`config.mk`:
```
export PLATFORM = sky130hd
export DESIGN_NAME = seq_trigger
export DESIGN_NICKNAME = d
export VERILOG_FILES = /design/src/rtl/seq_trigger_pkg.sv /design/src/rtl/seq_trigger_match.sv /design/src/rtl/seq_trigger.sv
export SDC_FILE = /design/constraint.sdc
export NUM_CORES = 1
export LEC_CHECK = 0
export ABC_AREA = 1
export CAP_MARGIN = 20
export CORE_MARGIN = 2
export CORE_UTILIZATION = 45
export CTS_CLUSTER_SIZE = 24
export DETAILED_ROUTE_END_ITERATION = 8
export PLACE_DENSITY = 0.67
export SLEW_MARGIN = 20
export SYNTH_ARGS = -nofsm -noshare
export SYNTH_HDL_FRONTEND = slang
export SYNTH_SLANG_ARGS = --single-unit
```
`constraint.sdc`:
```
create_clock -name clk -period 3.55 [get_ports clk]
set_clock_uncertainty 0.2 [all_clocks]
set_input_delay 0.5325 -clock clk [delete_from_list [all_inputs] [get_ports clk]]
set_output_delay 0.5325 -clock clk [all_outputs]
set_load 0.05 [all_outputs]
```
`src/rtl/seq_trigger_pkg.sv`:
```
// seq_trigger_pkg: shared state encoding and defaults for the sequential trigger
package seq_trigger_pkg;
  typedef enum logic [1:0] {ST_IDLE, ST_ARMED, ST_FIRED} state_t;
  localparam int WIDTH_DEF = 8;
endpackage

```
`src/rtl/seq_trigger_match.sv`:
```
// seq_trigger_match: masked pattern compare with optional change-of-value qualifier
module seq_trigger_match #(
  parameter int WIDTH = 8
) (
  input  logic [WIDTH-1:0] data,
  input  logic [WIDTH-1:0] prev,
  input  logic [WIDTH-1:0] pat,
  input  logic [WIDTH-1:0] mask,
  input  logic             edge_en,
  output logic             hit
);
  assign hit = (((data ^ pat) & mask) == '0) && (!edge_en || data != prev);
endmodule

```
`src/rtl/seq_trigger.sv`:
```
// seq_trigger: multi-stage masked-pattern sequence trigger with repeat counts and timeouts
module seq_trigger
  import seq_trigger_pkg::*;
#(
  parameter int WIDTH  = WIDTH_DEF,
  parameter int STAGES = 4,
  parameter int RPT_W  = 4,
  parameter int TMO_W  = 8,
  parameter int FCNT_W = 8
) (
  input  logic                      clk,
  input  logic                      rst,
  input  logic                      in_valid,
  input  logic [WIDTH-1:0]          in_data,
  input  logic                      cfg_we,
  input  logic [$clog2(STAGES)-1:0] cfg_stage,
  input  logic [WIDTH-1:0]          cfg_pat,
  input  logic [WIDTH-1:0]          cfg_mask,
  input  logic                      cfg_edge,
  input  logic [RPT_W-1:0]          cfg_rpt,
  input  logic [TMO_W-1:0]          cfg_tmo,
  input  logic [$clog2(STAGES)-1:0] cfg_last,
  input  logic                      arm,
  input  logic                      disarm,
  input  logic                      auto_rearm,
  output logic                      triggered,
  output logic                      armed,
  output logic [$clog2(STAGES)-1:0] stage,
  output logic                      cfg_err,
  output logic [WIDTH-1:0]          trig_data,
  output logic [FCNT_W-1:0]         fire_cnt
);
  localparam int SW = $clog2(STAGES);
  state_t state, state_nx;
  logic [WIDTH-1:0] pat_r [STAGES];
  logic [WIDTH-1:0] mask_r [STAGES];
  logic             edge_r [STAGES];
  logic [RPT_W-1:0] rpt_r [STAGES];
  logic [TMO_W-1:0] tmo_r [STAGES];
  logic [SW-1:0]    last_r, last_eff;
  logic [WIDTH-1:0] prev_data;
  logic [RPT_W-1:0] hits, rpt_eff;
  logic [TMO_W-1:0] tmo_cnt;
  logic hit, eval, done, fire, tmo_exp, restart;
  seq_trigger_match #(.WIDTH(WIDTH)) u_match (
    .data(in_data), .prev(prev_data), .pat(pat_r[stage]), .mask(mask_r[stage]),
    .edge_en(edge_r[stage]), .hit(hit)
  );
  always_comb begin
    last_eff = last_r > SW'(STAGES - 1) ? SW'(STAGES - 1) : last_r;
    rpt_eff  = rpt_r[stage] == '0 ? RPT_W'(1) : rpt_r[stage];
    eval     = state == ST_ARMED && in_valid && !arm && !disarm;
    done     = eval && hit && hits + RPT_W'(1) == rpt_eff;
    fire     = done && stage == last_eff;
    tmo_exp  = eval && !done && stage != '0 && tmo_r[stage] != '0 && tmo_cnt + TMO_W'(1) == tmo_r[stage];
    restart  = disarm || arm || (state == ST_FIRED && auto_rearm);
  end
  always_ff @(posedge clk)
    if (rst) state <= ST_IDLE;
    else state <= state_nx;
  always_comb begin
    state_nx = disarm ? ST_IDLE :
               arm ? ST_ARMED :
               state == ST_ARMED ? (fire ? ST_FIRED : ST_ARMED) :
               state == ST_FIRED ? (auto_rearm ? ST_ARMED : ST_FIRED) : ST_IDLE;
  end
  always_comb begin
    armed = state == ST_ARMED;
  end
  always_ff @(posedge clk) begin
    if (rst) begin
      for (int i = 0; i < STAGES; i++) begin
        pat_r[i]  <= '0;
        mask_r[i] <= '0;
        edge_r[i] <= 1'b0;
        rpt_r[i]  <= '0;
        tmo_r[i]  <= '0;
      end
      last_r    <= '0;
      prev_data <= '0;
      stage     <= '0;
      hits      <= '0;
      tmo_cnt   <= '0;
      triggered <= 1'b0;
      cfg_err   <= 1'b0;
      trig_data <= '0;
      fire_cnt  <= '0;
    end else begin
      if (in_valid) prev_data <= in_data;
      cfg_err   <= cfg_we && state != ST_IDLE;
      triggered <= fire;
      if (cfg_we && state == ST_IDLE) begin
        pat_r[cfg_stage]  <= cfg_pat;
        mask_r[cfg_stage] <= cfg_mask;
        edge_r[cfg_stage] <= cfg_edge;
        rpt_r[cfg_stage]  <= cfg_rpt;
        tmo_r[cfg_stage]  <= cfg_tmo;
        last_r            <= cfg_last;
      end
      if (restart || tmo_exp) begin
        stage   <= '0;
        hits    <= '0;
        tmo_cnt <= '0;
      end else if (done) begin
        hits    <= '0;
        tmo_cnt <= '0;
        if (!fire) stage <= stage + SW'(1);
        if (fire) trig_data <= in_data;
        if (fire) fire_cnt <= fire_cnt + FCNT_W'(fire_cnt != '1);
      end else if (eval) begin
        hits    <= hits + RPT_W'(hit);
        tmo_cnt <= tmo_cnt + TMO_W'(stage != '0);
      end
    end
  end
endmodule

```
==> flow_metrics.tcl, run 1 <==
set metrics [dict create \
    cts.repair.resized 0 \
    met1_usage_pct 28.5 \
    vias_per_cell 5.01 \
    synth_async_sr_flop_share_pct 0 \
    die_area_um2 18600 \
    worstMarginPinSlew_ps 674 \
    placementRows 48 \
    tritoncts "yes" \
    cp-end-kind "flip-flop" \
    numCtsBuffers 17 \
    drt_wl_total_mm 18.1 \
    start_util_pct 45.7 \
    antenna_left 0 \
    use_met2_pct 32.9 \
    max_stage_delay_ps 340 \
    grt_max_degree 36 \
    coreArea_um2 17200 \
    synth.ff_latch_count 162 \
    place_area_um2 8780 \
    crit_type "flip-flop to flip-flop" \
    clkSlewWorstSetupHoldPaths_ps 60 \
    synth.area.top_cells "edfxtp_1 (44%), dfxtp_1 (12%), nand2_1 (9.8%)" \
    die_h_um 136 \
    crit_path_max_fanout 22 \
    grt_pass1_vias 5797 \
    io_buffers 68 \
    outcome "finished clean" \
    via_count 6091 \
    grt_usage_pct 20.7 \
    setup_viol 0 \
    first_pass_iters 5 \
    synthCells 909 \
    hold_class "flip-flop to flip-flop" \
    clk_latency_ps 420 \
    crit_buf_inv 2 \
    syn-num-nets 966 \
    cp_slowest_cell "dfxtp_2" \
    stdcell_area_um2 9390 \
    antenna_found_initial 0 \
    leakage_nw 3.98 \
    clk_path_buf_depth 2 \
    cts_setup_buffers 0 \
    hold_buffers 0 \
    netlist_area_um2 7880 \
    yosys.area.top_type "edfxtp_1" \
    power.total_mw 4.35 \
    wire_per_inst_um 14.9 \
    worstPathRequired_ps 3660 \
    grt_pass1_wl_mm 29.3 \
    drive_gt1_share_pct 8.08 \
    die_w_um 136 \
    arrival_ps 2960 \
    timing.final.crit_share_pct 80.2 \
    synth_most_common_cell "nand2_1" \
    drc 0 \
    yosysWarnings 0 \
    gp_congestion 0.828 \
    ys_seq_area_share_pct 55.9 \
    grt_remaining_overflow 0 \
    synth_top_area_share_pct 44.2 \
    syn_avg_cell_area_um2 8.67 \
    n_antenna_cell 0 \
    critPathLaunchType "flip-flop" \
    gr-usage-met3_pct 4.59 \
    rsz0062_at_grt "no" \
    finalHoldViolCount 0 \
    slew_headroom_pct 55.0 \
    netlist_top_cells_count "nand2_1 (206), nor2_1 (185), edfxtp_1 (116)" \
    synth_edf_count 116 \
    fmax_mhz 351 \
    cp_top_family "simple AND/OR/NAND/NOR gates" \
    final_max_slew_viol_count 0 \
    fin_crit_ps 2850 \
    clock-sinks 162 \
    max_cap_violations 0 \
    dr.first_iter.drc_count 548 \
    synth_top_flop_cell "edfxtp_1" \
    power.density_nw_per_um2 463 \
    peakVddDrop_v 0.000326 \
    ios 69 \
    yosysUniqueCellTypes 37 \
    fill_cells 1508 \
    setup_tns_ps 0 \
    nNetsFinal 1034 \
    cts_max_level 4 \
    hpwl_mm 11.8 \
    area_growth_pct 19.1 \
    worstPathCellList "inv_2 > buf_4 > nand2_1 > nand3_1 > nand3b_1 > nand3_1 > nand2_1 > nor2_1 > nand3_2 > nor2_1 > nand2_1 > o21ai_0 > nor2_1" \
    clockRootBuffer "clkbuf_16" \
    busiest_layer "met2" \
]
-- per-stage QoR --
stage / utilization, % / setup slack, ps / std cells / hold slack [ps]
floorplan: - / 606 / 909 / 238
global placement: 50.9 / 706 / 1183 / 251
detailed placement: 50.9 / 682 / 1183 / 263
CTS: 54.5 / 692 / 1215 / 277
global route: 54.5 / 378 / 1215 / 295
finish: 54.5 / 703 / 1215 / 269
-- worst min-delay path: cells and delay by family, from the launching register on --
kind             cells  cell delay [ps]
and+or+nand+nor      2              120
DFF                  1              320
-- placed cells by master (no fill, tap or decap), types with 2 or more instances in the layout --
cell               n
clkdlybuf4s50_1   68
inv_6              3
nand3b_1           4
xor2_1            13
inv_2              4
clkinvlp_2         2
nor2_1           185
clkbuf_16         17
dfxtp_1           45
buf_4             20
inv_1             87
nand4_1           13
nand3_1           72
clkinv_2           3
o211ai_1           2
xnor2_1           14
o21ai_0           24
a21oi_1           18
nor2_2            12
ha_1               9
nand3_4            2
o21ai_1           15
edfxtp_1         116
o211ai_2           2
nor3_1             5
nand3_2            2
and3_1             5
bufinv_16          4
mux2i_1            2
nand2_1          206
or2_2              3
-- path summary, 6_finish.rpt --
check	start	to	slack, ps	cells past startpoint
worst max-delay path	flip-flop	trig_data[7]	700	13
worst min-delay path	trig_data[6]	trig_data[6]	270	2
worst max register to register	flip-flop	trig_data[7]	700	13
worst min register to register	trig_data[6]	trig_data[6]	270	2
-- registers in the layout, summed over array words and instances (netlist names), 4 cells and up, named ones only --
| signal | count |
|---|---|
| edge_r | 4 |
| fire_cnt | 8 |
| hits | 4 |
| mask_r | 32 |
| pat_r | 32 |
| prev_data | 8 |
| rpt_r | 16 |
| tmo_cnt | 8 |
| tmo_r | 32 |
| trig_data | 8 |
-- area by class of cell --
| type | count | area (um^2) | share of cell area, % |
|---|---|---|---|
| clock inverters | 14 | 184 | 1.96 |
| well taps | 225 | 282 | 3.00 |
| inverters | 91 | 342 | 3.64 |
| multi-input cells | 617 | 2920 | 31.1 |
| flip-flops and latches | 162 | 4410 | 46.9 |
| repair buffers | 88 | 831 | 8.85 |
| clock buffers | 18 | 429 | 4.57 |
-- cells by family after synthesis --
kind of cell	after synthesis	synth area share (%)
AOI/OAI and AO/OA	66	4.62
xor gates and xnor gates	27	3.00
adders and majority gates	9	1.43
buffers and inverters	130	7.25
DFF	162	55.9
muxes	2	0.254
and+or+nand+nor	513	27.6
-- where the power goes --
group | switching (mW) | internal, mW
Clock | 0.744 | 1.17
Sequential | 0.0239 | 2.11
Combinational | 0.184 | 0.111
Total | 0.951 | 3.40
-- per-layer routing --
layer  routed length, um  share of wire, %
met5                   0                 0
met4                 314               1.7
met3                1110               6.1
met2                8340                46
met1                8390                46
Note: power is estimated with default switching activity, not from simulation.
==> inputs of run 2 (changes only) <==
==> constraint.sdc (replaced) <==
create_clock -name clk -period 2.4 [get_ports clk]
set_clock_uncertainty 0.2 [all_clocks]
set_input_delay 0.36 -clock clk [delete_from_list [all_inputs] [get_ports clk]]
set_output_delay 0.36 -clock clk [all_outputs]
set_load 0.05 [all_outputs]
==> run 2 against run 1 <==
  * Critical path depth decreased by 1
  * Power up 45%
  * Sequential share of layout area fell by 3.4 points
  * Critical path type unchanged
==> flow_metrics.tcl, run 2 (same netlist as run 1, synthesis figures left out) <==
set metrics [dict create \
    outcome "finished clean" \
    cts_max_level 4 \
    worstMarginPinSlew_ps 504 \
    grt_pass1_vias 5772 \
    fin_ws_ps 25.4 \
    fmax_mhz 421 \
    peakVddDrop_v 0.000521 \
    hpwl_mm 11.9 \
    gp_congestion 0.855 \
    hold_path.startpoint "trig_data[2]" \
    grt_usage_pct 20.6 \
    clockRootBuffer "clkbuf_16" \
    crit_path_max_fanout 21 \
    drt_wl_total_mm 18.9 \
    final_common_cell "nand2_1" \
    timing.hold.ws_ps 270 \
    timing.final.crit_share_pct 98.9 \
    multi_input_area_um2 3080 \
    die_area_um2 18600 \
    coreArea_um2 17200 \
    die_h_um 136 \
    dr.first_iter.drc_count 527 \
    tritoncts "yes" \
    power.density_nw_per_um2 623 \
    n_antenna_cell 0 \
    first_pass_iters 7 \
    io_buffers 68 \
    via_count 6295 \
    final-seq-area_um2 4410 \
    max_cap_violations 0 \
    die_w_um 136 \
    timing.rr.end "hits[1]" \
    place_ws_ps -193 \
    drive_gt1_share_pct 15.5 \
    placementRows 48 \
    clkSlewWorstSetupHoldPaths_ps 70 \
    final_cell_mix "nand2_1 (196), nor2_1 (180), edfxtp_1 (116)" \
    grt_pass1_wl_mm 29.1 \
    grt_max_degree 43 \
    place_area_um2 9230 \
    slew_headroom_pct 66.3 \
    fin_util_pct 58.8 \
    antenna_left 0 \
    fin_crit_ps 2370 \
    setup_tns_ps 0 \
    ios 69 \
    holdPathStages 2 \
    rrSetupSlack_ps 30 \
    whs_endpoint "trig_data[2]" \
    arrival_ps 2500 \
    vias_per_cell 5.00 \
    clock-sinks 162 \
    placedCellCount 1221 \
    final_max_slew_viol_count 0 \
    reg_top3 "mask_r x32, pat_r x32, tmo_r x32" \
    numCtsBuffers 17 \
    leakage_nw 4.31 \
    clk_latency_ps 430 \
    critPathLaunchType "flip-flop" \
    rsz0062_at_grt "yes" \
    area_growth_pct 28.5 \
    drc 0 \
    clk_path_buf_depth 2 \
    reg2regPathDepth 12 \
    nNetsFinal 1078 \
    worstPathRequired_ps 2530 \
    cp-end-kind "flip-flop" \
    hold_class "flip-flop to flip-flop" \
    setup_viol 0 \
    wire_per_inst_um 15.1 \
    finalHoldViolCount 0 \
    layoutNonFillerInstCount 1259 \
    start_util_pct 45.7 \
    antenna_found_initial 0 \
    stdcell_area_um2 10100 \
    power.total_mw 6.31 \
    crit_type "flip-flop to flip-flop" \
    grt_remaining_overflow 0 \
    fill_cells 1489 \
]
==> run 2: cell types whose count changed in the layout (fill, tap and decap cells not counted), sizes merged <==
cell           change
clkdlybuf4s50      -1
clkbuf             +6
buf               +40
clkinv             -1
bufinv             -2
clkinvlp           +2
==> run 2: final cells by class <==
type / count / area share (%)
Clock inverter: 13 / 1.32
Tap cell: 225 / 2.78
Timing Repair Buffer: 132 / 14.2
Sequential cell: 162 / 43.5
Multi-Input combinational cell: 617 / 30.4
Clock buffer: 19 / 4.27
Inverter: 91 / 3.47
==> run 2: repair_timing <==
item,CTS,global route
setup buffers,0,2
resized for setup,2,56
endpoints found under the hold margin,0,0
hold buffers,0,0
gates cloned,0,5
endpoints found under the setup margin,7,34
pin swaps,0,8
==> run 2: where the power goes <==
| group | leakage, nW | total, mW | internal, mW | switching [mW] |
|---|---|---|---|---|
| sequential | 1.59 | 3.16 | 3.12 | 0.0352 |
| combinational | 2.45 | 0.512 | 0.216 | 0.296 |
| clock | 0.265 | 2.64 | 1.53 | 1.11 |
==> run 2: worst max-delay path by stage <==
stage          startpoint      endpoint  cells past startpoint
3_3_place_gp   in_data[6]       hits[1]                     13
4_1_cts         flip-flop  trig_data[2]                     14
6_report        flip-flop       hits[1]                     12
2_1_floorplan         rst     edge_r[3]                      5
5_1_grt         flip-flop       hits[2]                     17
3_5_place_dp   in_data[6]       hits[1]                     13
==> run 2: critical path, cell delays in order, from the launching register on <==
cell and delay [ps]:
dfxtp_4 440, clkbuf_16 220, o21ai_0 110, o22ai_1 270, nand3_1 120, nand2_1 100, inv_2 50, nand3_4 80
inv_4 50, ha_4 150, ha_1 270, mux2i_1 150, nor2_2 60
==> run 2: per-layer routing <==
layer,global-route usage (%),wire [um],part of all wire (%),vias up
li1,-,-,-,3168
met1,28.1,8740,46,2913
met2,32.8,8720,46,188
met3,3.91,1130,6.0,26
met4,7.70,354,1.9,0
met5,0,0,0,-
==> inputs of run 3 (changes only) <==
--- a/config.mk
+++ b/config.mk
@@ -11,7 +11,7 @@
 export CORE_UTILIZATION = 45
 export CTS_CLUSTER_SIZE = 24
 export DETAILED_ROUTE_END_ITERATION = 8
-export PLACE_DENSITY = 0.67
+export PLACE_DENSITY = 0.68
 export SLEW_MARGIN = 20
 export SYNTH_ARGS = -nofsm -noshare
 export SYNTH_HDL_FRONTEND = slang
==> run 3 against run 2 <==
  * Core utilization fell by 0.43 points
  * Sequential power about the same
  * Sequential cell count unchanged
  * Routed wire length is 0.91% lower
  * Combinational power fell by 3%
  * Die area unchanged
  * Via count fell by 0.25%
  * Worst hold slack lost 0.79 ps
  * Cell area down 0.73%
  * Setup slack got worse by 1.6 ps
  * Largest cell class unchanged
  * Highest routed layer unchanged
==> flow_metrics.tcl, run 3 (same netlist as run 1, synthesis figures left out) <==
set metrics [dict create \
    seq_power_share_pct 50.4 \
    cp_slowest_cell "dfxtp_4" \
    peakVddDrop_v 0.000453 \
    clockPowerShare_pct 41.7 \
    final_common_cell "nand2_1" \
    finalHoldViolCount 0 \
    place_ws_ps -192 \
    clk_path_buf_depth 2 \
    hold_class "flip-flop to flip-flop" \
    die_area_um2 18600 \
    crit_type "flip-flop to flip-flop" \
    drt_wl_total_mm 18.8 \
    die_h_um 136 \
    io_buffers 68 \
    hold_path.startpoint "trig_data[1]" \
    worst_path_most_repeated_cell "nand2_1" \
    via_count 6279 \
    grt_remaining_overflow 0 \
    ios 69 \
    antenna_left 0 \
    drc 0 \
    vias_per_cell 4.99 \
    arrival_ps 2530 \
    area_growth_pct 27.5 \
    gp_congestion 0.800 \
    clk_latency_ps 420 \
    timing.rr.end "tmo_cnt[5]" \
    final_max_slew_viol_count 0 \
    cts_max_level 4 \
    fin_crit_ps 2380 \
    timing.hold.ws_ps 270 \
    reg_top3 "mask_r x32, pat_r x32, tmo_r x32" \
    grt_pass1_wl_mm 29.2 \
    slew_headroom_pct 66.9 \
    coreArea_um2 17200 \
    clock-sinks 162 \
    sw_frac_of_total_pct 22.5 \
    max_cap_violations 0 \
    numCtsBuffers 17 \
    setup_viol 0 \
    internal-power_mw 4.86 \
    p_sw_mw 1.41 \
    place_area_um2 9210 \
    reg2regPathDepth 17 \
    clkSlewWorstSetupHoldPaths_ps 60 \
    worstPathCellList "inv_4 > buf_12 > nand2_1 > nand3_1 > nand2_1 > nand2_1 > nand3_1 > nand2_1 > nor2_2 > nand3_4 > inv_4 > buf_6 > nand3_4 > nand2_2 > nand3_2 > buf_12 > nor2_2" \
    holdPathStages 2 \
    leakage_nw 4.27 \
    grt_pass1_vias 5794 \
    rsz0062_at_grt "yes" \
    fin_ws_ps 23.8 \
    dr.first_iter.drc_count 494 \
    first_pass_iters 5 \
    n_antenna_cell 0 \
    critPathLaunchType "flip-flop" \
    stdcell_area_um2 10100 \
    tritoncts "yes" \
    layoutNonFillerInstCount 1259 \
    setup_tns_ps 0 \
    start_util_pct 45.7 \
    wire_per_inst_um 14.9 \
    die_w_um 136 \
    crit_path_max_fanout 18 \
    outcome "finished clean" \
    antenna_found_initial 0 \
    placementRows 48 \
    worstPathRequired_ps 2560 \
    grt_max_degree 30 \
    clockRootBuffer "clkbuf_16" \
    whs_endpoint "trig_data[1]" \
    rrSetupSlack_ps 20 \
    nNetsFinal 1078 \
    drive_gt1_share_pct 14.7 \
    worstMarginPinSlew_ps 495 \
    hpwl_mm 12.2 \
    fmax_mhz 421 \
    cp-end-kind "flip-flop" \
    power.density_nw_per_um2 624 \
    grt_usage_pct 20.6 \
    final_cell_mix "nand2_1 (200), nor2_1 (181), edfxtp_1 (116)" \
    timing.final.crit_share_pct 99.0 \
    placedCellCount 1220 \
    max_stage_delay_ps 390 \
    p_comb_share_pct 7.9 \
]
==> run 3: cell count changes in the layout (fill, tap and decap cells not counted), sizes merged <==
| cell | change |
|---|---|
| clkbuf | -3 |
| clkinv | +3 |
| buf | +2 |
| inv | -2 |
| clkinvlp | -1 |
| nor2 | +1 |
==> run 3: timing repair <==
action                     in CTS  in global routing
cloned                          1                  3
setup endpoints to repair       2                 32
buffers inserted                0                  3
hold buffers                    0                  0
resized for setup               4                 41
pin swaps                       5                  8
==> run 3: final cells by class <==
type | instances | area, um^2
clock buffer | 19 | 433
clock inverter | 13 | 138
fill | 1484 | 7180
inverter | 91 | 347
multi-input combinational | 618 | 3060
sequential | 162 | 4410
tap | 225 | 282
timing repair buffer | 131 | 1390
==> run 3: worst max-delay path, delay by kind of cell, from the launching register on <==
| family | cells | cell delay (ps) |
|---|---|---|
| AND/OR/NAND/NOR | 12 | 1130 |
| buffers and inverters | 5 | 570 |
| flip-flops | 1 | 390 |
==> run 3: how the worst max path moves through the flow <==
stage | depth (start not counted) | slack [ps] | end | start
floorplan | 5 | 40 | edge_r[3] | rst
global placement | 17 | -130 | hits[2] | in_data[4]
detailed placement | 15 | -190 | hits[1] | in_data[4]
CTS | 12 | 1 | hits[1] | flip-flop
global route | 16 | -80 | trig_data[6] | flip-flop
finish | 17 | 20 | tmo_cnt[5] | flip-flop
==> run 3: power groups by stage <==
stage / Combinational, mW / Clock [mW] / Sequential (mW)
after CTS: 0.483 / 2.65 / 3.16
after global placement: 0.475 / 0 / 3.21
after detailed placement: 0.479 / 0 / 3.22
final: 0.496 / 2.62 / 3.16
after floorplan: 0.245 / 0 / 3.21
after global routing: 0.545 / 2.76 / 3.17
==> run 3: per-layer routing <==
metal	track usage [%]	vias to the layer above	wire, um
met5	0	-	0
li1	-	3169	-
met1	28.8	2914	8690
met2	32.9	184	8800
met3	3.77	12	1100
met4	5.84	0	182
==> run 3: per-stage QoR <==
step                utilization, %  total power, mW
floorplan                        -             3.46
global placement              53.4             3.69
detailed placement            53.4             3.70
CTS                           57.0             6.29
global route                  58.3             6.48
finish                        58.3             6.27
